==> src/rtl/dual_beam_trig_scaler_if.sv <==
// Scaler result handshake between the trigger scaler and the readout/control side.
interface dual_beam_trig_scaler_if #(
  parameter int unsigned SCALER_BITS = 16
) ();

  logic                       scal_valid_o;
  logic                       scal_ready_i;
  logic [2*SCALER_BITS-1:0]   scal_data_o;
  logic                       scal_overrun_o;

  // Producer side: the scaler drives valid/data/overrun and samples ready.
  modport master (
    output scal_valid_o,
    output scal_data_o,
    output scal_overrun_o,
    input  scal_ready_i
  );

  // Consumer side: readout samples the result and drives ready.
  modport slave (
    input  scal_valid_o,
    input  scal_data_o,
    input  scal_overrun_o,
    output scal_ready_i
  );

endinterface

==> src/rtl/dual_beam_trig_scaler.sv <==
// Per-beam trigger holdoff qualification and gated trigger scaler with a
// single-entry valid/ready result register and sticky overrun flag.
module dual_beam_trig_scaler #(
  parameter int unsigned SCALER_BITS  = 16,
  parameter int unsigned HOLDOFF_BITS = 8,
  parameter int unsigned PERIOD_BITS  = 24
) (
  input  logic                     clk_i,
  input  logic                     rst_n_i,
  input  logic [1:0]               trigger_i,
  input  logic [HOLDOFF_BITS-1:0]  holdoff_i,
  input  logic [PERIOD_BITS-1:0]   period_i,
  input  logic                     enable_i,
  output logic [1:0]               trig_o,
  dual_beam_trig_scaler_if.master  scal
);

  localparam int unsigned DATA_BITS = 2 * SCALER_BITS;
  localparam logic [SCALER_BITS-1:0] SCAL_MAX = '1;

  typedef enum logic {
    IDLE  = 1'b0,
    COUNT = 1'b1
  } state_e;

  state_e                              state_q, state_d;
  logic [1:0]                          trig_q, trig_d;
  logic [1:0]                          trig_o_q, trig_o_d;
  logic [1:0][HOLDOFF_BITS-1:0]        hold_cnt_q, hold_cnt_d;
  logic [PERIOD_BITS-1:0]              per_cnt_q, per_cnt_d;
  logic [1:0][SCALER_BITS-1:0]         acc_q, acc_d;
  logic                                valid_q, valid_d;
  logic [DATA_BITS-1:0]                data_q, data_d;
  logic                                ovr_q, ovr_d;

  logic [1:0][SCALER_BITS-1:0]         sum_c;
  logic [PERIOD_BITS-1:0]              period_eff_c;
  logic                                gate_end_c;

  // A zero gate length is treated as a one-clock gate.
  assign period_eff_c = (period_i == '0) ? PERIOD_BITS'(1) : period_i;

  // Holdoff qualification: pass a trigger only when the beam's holdoff has expired.
  always_comb begin
    trig_d     = trigger_i;
    trig_o_d   = '0;
    hold_cnt_d = hold_cnt_q;
    for (int b = 0; b < 2; b++) begin
      if (trig_q[b] && (hold_cnt_q[b] == '0)) begin
        trig_o_d[b]   = 1'b1;
        hold_cnt_d[b] = holdoff_i;
      end else if (hold_cnt_q[b] != '0) begin
        hold_cnt_d[b] = hold_cnt_q[b] - HOLDOFF_BITS'(1);
      end
    end
  end

  // Saturating running sum including this cycle's qualified pulse.
  always_comb begin
    sum_c = acc_q;
    for (int b = 0; b < 2; b++) begin
      if (trig_o_q[b] && (acc_q[b] != SCAL_MAX)) begin
        sum_c[b] = acc_q[b] + SCALER_BITS'(1);
      end
    end
  end

  // Gate sequencing and result hand-off into the output register.
  always_comb begin
    state_d    = state_q;
    per_cnt_d  = per_cnt_q;
    acc_d      = acc_q;
    valid_d    = valid_q;
    data_d     = data_q;
    ovr_d      = ovr_q;
    gate_end_c = 1'b0;

    case (state_q)
      IDLE: begin
        acc_d = '0;
        if (enable_i) begin
          state_d   = COUNT;
          per_cnt_d = period_eff_c;
          ovr_d     = 1'b0;
        end
      end
      COUNT: begin
        if (!enable_i) begin
          state_d = IDLE;
          acc_d   = '0;
        end else if (per_cnt_q == PERIOD_BITS'(1)) begin
          gate_end_c = 1'b1;
          per_cnt_d  = period_eff_c;
          acc_d      = '0;
        end else begin
          per_cnt_d = per_cnt_q - PERIOD_BITS'(1);
          acc_d     = sum_c;
        end
      end
      default: state_d = IDLE;
    endcase

    if (gate_end_c) begin
      if (!valid_q || scal.scal_ready_i) begin
        valid_d = 1'b1;
        data_d  = {sum_c[1], sum_c[0]};
      end else begin
        ovr_d = 1'b1;
      end
    end else if (valid_q && scal.scal_ready_i) begin
      valid_d = 1'b0;
    end
  end

  // State register, asynchronously cleared.
  always_ff @(posedge clk_i or negedge rst_n_i) begin
    if (!rst_n_i) begin
      state_q    <= IDLE;
      trig_q     <= '0;
      trig_o_q   <= '0;
      hold_cnt_q <= '0;
      per_cnt_q  <= '0;
      acc_q      <= '0;
      valid_q    <= 1'b0;
      data_q     <= '0;
      ovr_q      <= 1'b0;
    end else begin
      state_q    <= state_d;
      trig_q     <= trig_d;
      trig_o_q   <= trig_o_d;
      hold_cnt_q <= hold_cnt_d;
      per_cnt_q  <= per_cnt_d;
      acc_q      <= acc_d;
      valid_q    <= valid_d;
      data_q     <= data_d;
      ovr_q      <= ovr_d;
    end
  end

  assign trig_o              = trig_o_q;
  assign scal.scal_valid_o   = valid_q;
  assign scal.scal_data_o    = data_q;
  assign scal.scal_overrun_o = ovr_q;

endmodule

==> src/flat_wrapper.sv <==
// flat-port wrapper written by rule: the top's interface ports become plain ports
module dual_beam_trig_scaler_flat 
#(
  parameter int unsigned SCALER_BITS  = 16,
  parameter int unsigned HOLDOFF_BITS = 8,
  parameter int unsigned PERIOD_BITS  = 24
)
  (clk_i, rst_n_i, trigger_i, holdoff_i, period_i, enable_i, trig_o, scal_scal_valid_o, scal_scal_data_o, scal_scal_overrun_o, scal_scal_ready_i);
  dual_beam_trig_scaler_if #(.SCALER_BITS(SCALER_BITS)) scal_i ();
  input  logic clk_i;
  input  logic rst_n_i;
  input  logic [1:0] trigger_i;
  input  logic [HOLDOFF_BITS-1:0] holdoff_i;
  input  logic [PERIOD_BITS-1:0] period_i;
  input  logic enable_i;
  output logic [1:0] trig_o;
  output wire logic [$bits(scal_i.scal_valid_o)-1:0] scal_scal_valid_o;
  output wire logic [$bits(scal_i.scal_data_o)-1:0] scal_scal_data_o;
  output wire logic [$bits(scal_i.scal_overrun_o)-1:0] scal_scal_overrun_o;
  input wire logic [$bits(scal_i.scal_ready_i)-1:0] scal_scal_ready_i;
  assign scal_scal_valid_o = scal_i.scal_valid_o;
  assign scal_scal_data_o = scal_i.scal_data_o;
  assign scal_scal_overrun_o = scal_i.scal_overrun_o;
  assign scal_i.scal_ready_i = scal_scal_ready_i;
  dual_beam_trig_scaler #(.SCALER_BITS(SCALER_BITS), .HOLDOFF_BITS(HOLDOFF_BITS), .PERIOD_BITS(PERIOD_BITS)) u_core (.clk_i(clk_i), .rst_n_i(rst_n_i), .trigger_i(trigger_i), .holdoff_i(holdoff_i), .period_i(period_i), .enable_i(enable_i), .trig_o(trig_o), .scal(scal_i));
endmodule
==> config.mk <==
export PLATFORM = sky130hd
export DESIGN_NAME = dual_beam_trig_scaler_flat
export DESIGN_NICKNAME = d
export VERILOG_FILES = /design/src/rtl/dual_beam_trig_scaler_if.sv /design/src/rtl/dual_beam_trig_scaler.sv /design/src/flat_wrapper.sv
export SDC_FILE = /design/constraint.sdc
export NUM_CORES = 1
export LEC_CHECK = 0
export CAP_MARGIN = 20
export CORE_MARGIN = 2
export CORE_UTILIZATION = 50
export CTS_CLUSTER_SIZE = 20
export DETAILED_ROUTE_END_ITERATION = 8
export GPL_TIMING_DRIVEN = 0
export PLACE_DENSITY = 0.83
export SETUP_SLACK_MARGIN = 0.15
export SLEW_MARGIN = 40
export SYNTH_ARGS = -nofsm -noshare
export SYNTH_HDL_FRONTEND = slang
export SYNTH_SLANG_ARGS = --single-unit
==> constraint.sdc <==
create_clock -name clk_i -period 6.1 [get_ports clk_i]
set_input_delay 0.915 -clock clk_i [delete_from_list [all_inputs] [get_ports clk_i]]
set_output_delay 0.915 -clock clk_i [all_outputs]
set_load 0.05 [all_outputs]
==> out/summary.txt <==
Post-cts hold buffer count: 0
Element type at the critical path end: flip-flop
Number of maximum-capacitance violations: 0
Std cell rows: 39
Count of unresolved DRC violations after routing: 0
Ratio of routed vias to standard cells: 5.92
Synthesized Nets: 642
Post-route fraction of the period consumed by the critical path: 44.0%
Seq cells post-synth: 111
Number of primary I/O pins: 74
Max Clock Skew: 12.0 ps
P&R area growth vs syn: 22.8%
Leading post-synthesis cells by cell area: sky130_fd_sc_hd__dfrtp_1 49%, sky130_fd_sc_hd__nor2_1 4.7%, sky130_fd_sc_hd__a21oi_1 3.5%
Type of the setup path with the least slack: in2reg
Post-CTS sizing: 0
Highest Clock Rate: 0.372 GHz
Share of total power consumed by net switching: 25.4%
Initial Utilization: 50.6%
Cell type with the largest total area after synthesis: sky130_fd_sc_hd__dfrtp_1
Max-slew violation count: 0
Via count of the first global-routing pass: 4,856
Total Routing Usage GR: 22.9%
Cell internal pwr: 1.28 mW
TritonCTS Buffers: 9
H-tree depth: 3
Aggregate negative setup slack: 0 ps
WL final: 13,800 µm
Pwr/cell area: 244 mW/mm²
Synthesized area divided by synthesized cell count: 9.54 µm²
Worst skew pair latency: 360 ps
Per-cell routed wire length: 16.6 µm
Sum of overflow across all layers after global routing: 0
Category of the worst setup path launch point: primary input
First-pass GRT wire length: 23,100 µm
Post-route worst hold slack: 416 ps
Clk pwr share: 40.0%
Post-route insts no fill: 831
Final setup violation count: 0
Highest fanout seen on the critical path: 10
Antenna violations before repair: 0
Number of clock sinks seen by CTS: 111
Clock Tree Root: sky130_fd_sc_hd__clkbuf_16
Required time at the endpoint of the critical path: 6340 ps
Peak ir drop on the vdd network: 0.000214 V
Count of distinct cell types in the synthesized netlist: 67
Ant. Diodes: 0
Longest Clk Path Bufs: 2
Slew Limit Headroom: 52.4%
Pin count of the biggest net entering global routing: 77
Portion of the post-synthesis area used by sequential elements: 48.7%
Dpl cells: 815
Post-route worst setup slack: 3420 ps
Proportion of layout cells with a drive suffix above 1: 9.16%
Number of iterations in the first detailed-routing pass: 5
Overall Power: 1.71 mW
Full die area: 0.0123 mm²
Post-place setup slack: 3010 ps
Count of final hold-check violations: 0
Actual slew at the worst max-slew pin: 708 ps
Via Count: 4,917
Yosys synthesis warning count: 0
Routability congestion estimate from global placement: 0.938
CTS clk-pin slew, worst paths: 70 ps
Core region area: 0.0113 mm²
Drt initial violations: 287
Number of enable flip-flop cells after synthesis: 0
Area share of the largest cell type after synthesis: 48.7%
Fraction of power consumed by combinational cells: 11.1%
Async SR Flop Fraction: 100%
Flip-flop cell with the highest count after synthesis: sky130_fd_sc_hd__dfrtp_1
Worst EP arrival: 2930 ps
Power dissipated by switching net loads: 434 µW
DP HPWL: 9890 µm
Status: finished, final reports clean
Number of instances in the synthesized netlist: 598
Leakage power: 2.89 nW
Synthesized area: 0.00571 mm²
Count of input and output buffers: 73
Flop pwr share: 48.9%
Clock period minus final worst setup slack: 2680 ps
Die W: 111 µm
Antenna violation net count after detailed routing: 0
Vertical extent of the die: 111 µm
Number of buffers added for setup after CTS: 0
Hold Crit Class: in2async
Commonest cells in the synthesized netlist: 111 x sky130_fd_sc_hd__dfrtp_1, 71 x sky130_fd_sc_hd__nor2_1, 40 x sky130_fd_sc_hd__a21oi_1
Most instantiated library cell after synthesis: sky130_fd_sc_hd__dfrtp_1
TritonCTS clock tree: done
NumNets Final: 727
Setup repair after global routing missed its margin: false
==> critical path, cell delays in order <==
cell	delay [ps]
sky130_fd_sc_hd__clkdlybuf4s50_1	480
sky130_fd_sc_hd__clkbuf_1	330
sky130_fd_sc_hd__clkinv_1	410
sky130_fd_sc_hd__clkbuf_1	430
sky130_fd_sc_hd__a211o_1	350
==> through the flow <==
stage | utilization [%] | area [µm²]
after CTS | 62.1 | 7000
after global routing | 62.1 | 7000
final | 62.1 | 7000
after global placement | 58.7 | 6620
after detailed placement | 59.1 | 6660
after floorplan | - | 5710
==> cells by family after synthesis <==
kind of cell / count (synthesis) / share of synthesized area (%)
AND/OR/NAND/NOR: 252 / 22.7
AO/OA/AOI/OAI: 130 / 15.3
flip-flops: 111 / 48.7
buffers and inverters: 55 / 4.80
XOR/XNOR: 26 / 3.99
multiplexers: 18 / 3.22
adder cells (fa/ha/maj): 6 / 1.32
==> sequential cells by signal, summed over array words and instances, names as in the netlist <==
name / flops
u_core.state_q: 1
u_core.acc_q: 32
u_core.hold_cnt_q: 16
u_core.trig_o: 2
u_core.trig_q: 2
u_core.scal.scal_data_o: 32
u_core.scal.scal_overrun_o: 1
u_core.scal.scal_valid_o: 1
u_core.per_cnt_q: 24
==> power groups by stage <==
| stage | sequential (mW) | clock, mW | combinational [mW] |
|---|---|---|---|
| after floorplan | 0.835 | 0 | 0.116 |
| after global placement | 0.843 | 0 | 0.179 |
| after detailed placement | 0.848 | 0 | 0.192 |
| after CTS | 0.835 | 0.694 | 0.193 |
| after global routing | 0.845 | 0.724 | 0.215 |
| final | 0.837 | 0.685 | 0.191 |
==> layout make-up <==
type | instances | area (µm²)
Clock buffer | 10 | 229
Clock inverter | 6 | 116
Tap cell | 143 | 179
Timing Repair Buffer | 74 | 763
Buffer | 32 | 188
Inverter | 23 | 86.3
Multi-Input combinational cell | 432 | 2670
Fill cell | 922 | 4270
Sequential cell | 111 | 2780
==> final timing paths <==
kind / slack (ps) / startpoint / end / depth (start not counted)
setup / recovery: 3420 / enable_i / u_core.per_cnt_q[3] / 5
hold / removal: 420 / rst_n_i / u_core.scal.scal_data_o[21] / 1
setup reg to reg: 3460 / u_core.per_cnt_q[6] / u_core.acc_q[4] / 5
hold reg to reg: 490 / u_core.scal.scal_data_o[26] / u_core.scal.scal_data_o[26] / 2
max in group asynchronous: 5030 / rst_n_i / u_core.trig_q[0] / 2
min in group clk_i: 490 / u_core.scal.scal_data_o[26] / u_core.scal.scal_data_o[26] / 2
==> layer usage <==
layer  wire (µm)  up-vias  track usage, %
met4         253        0            6.67
met3         781       21            5.14
li1            -     2331               -
met1        5770     2418            28.8
met2        6960      147            39.8
met5           0        -               0
==> placed cells by master (no fill, tap or decap), drive strengths merged, types with 6 or more instances in the layout <==
cell,count
clkdlybuf4s50,72
nor4,13
nor3,22
nor2,71
and3,15
nand2,42
nand4,19
buf,16
nand3,34
o21ai,29
a2bb2oi,7
inv,23
o211ai,6
o31ai,6
dfrtp,111
or3,9
xor2,13
clkbuf,28
ha,6
a21oi,45
mux2i,15
a22oi,9
xnor2,13
No activity file was read; power rests on OpenSTA's default activity.
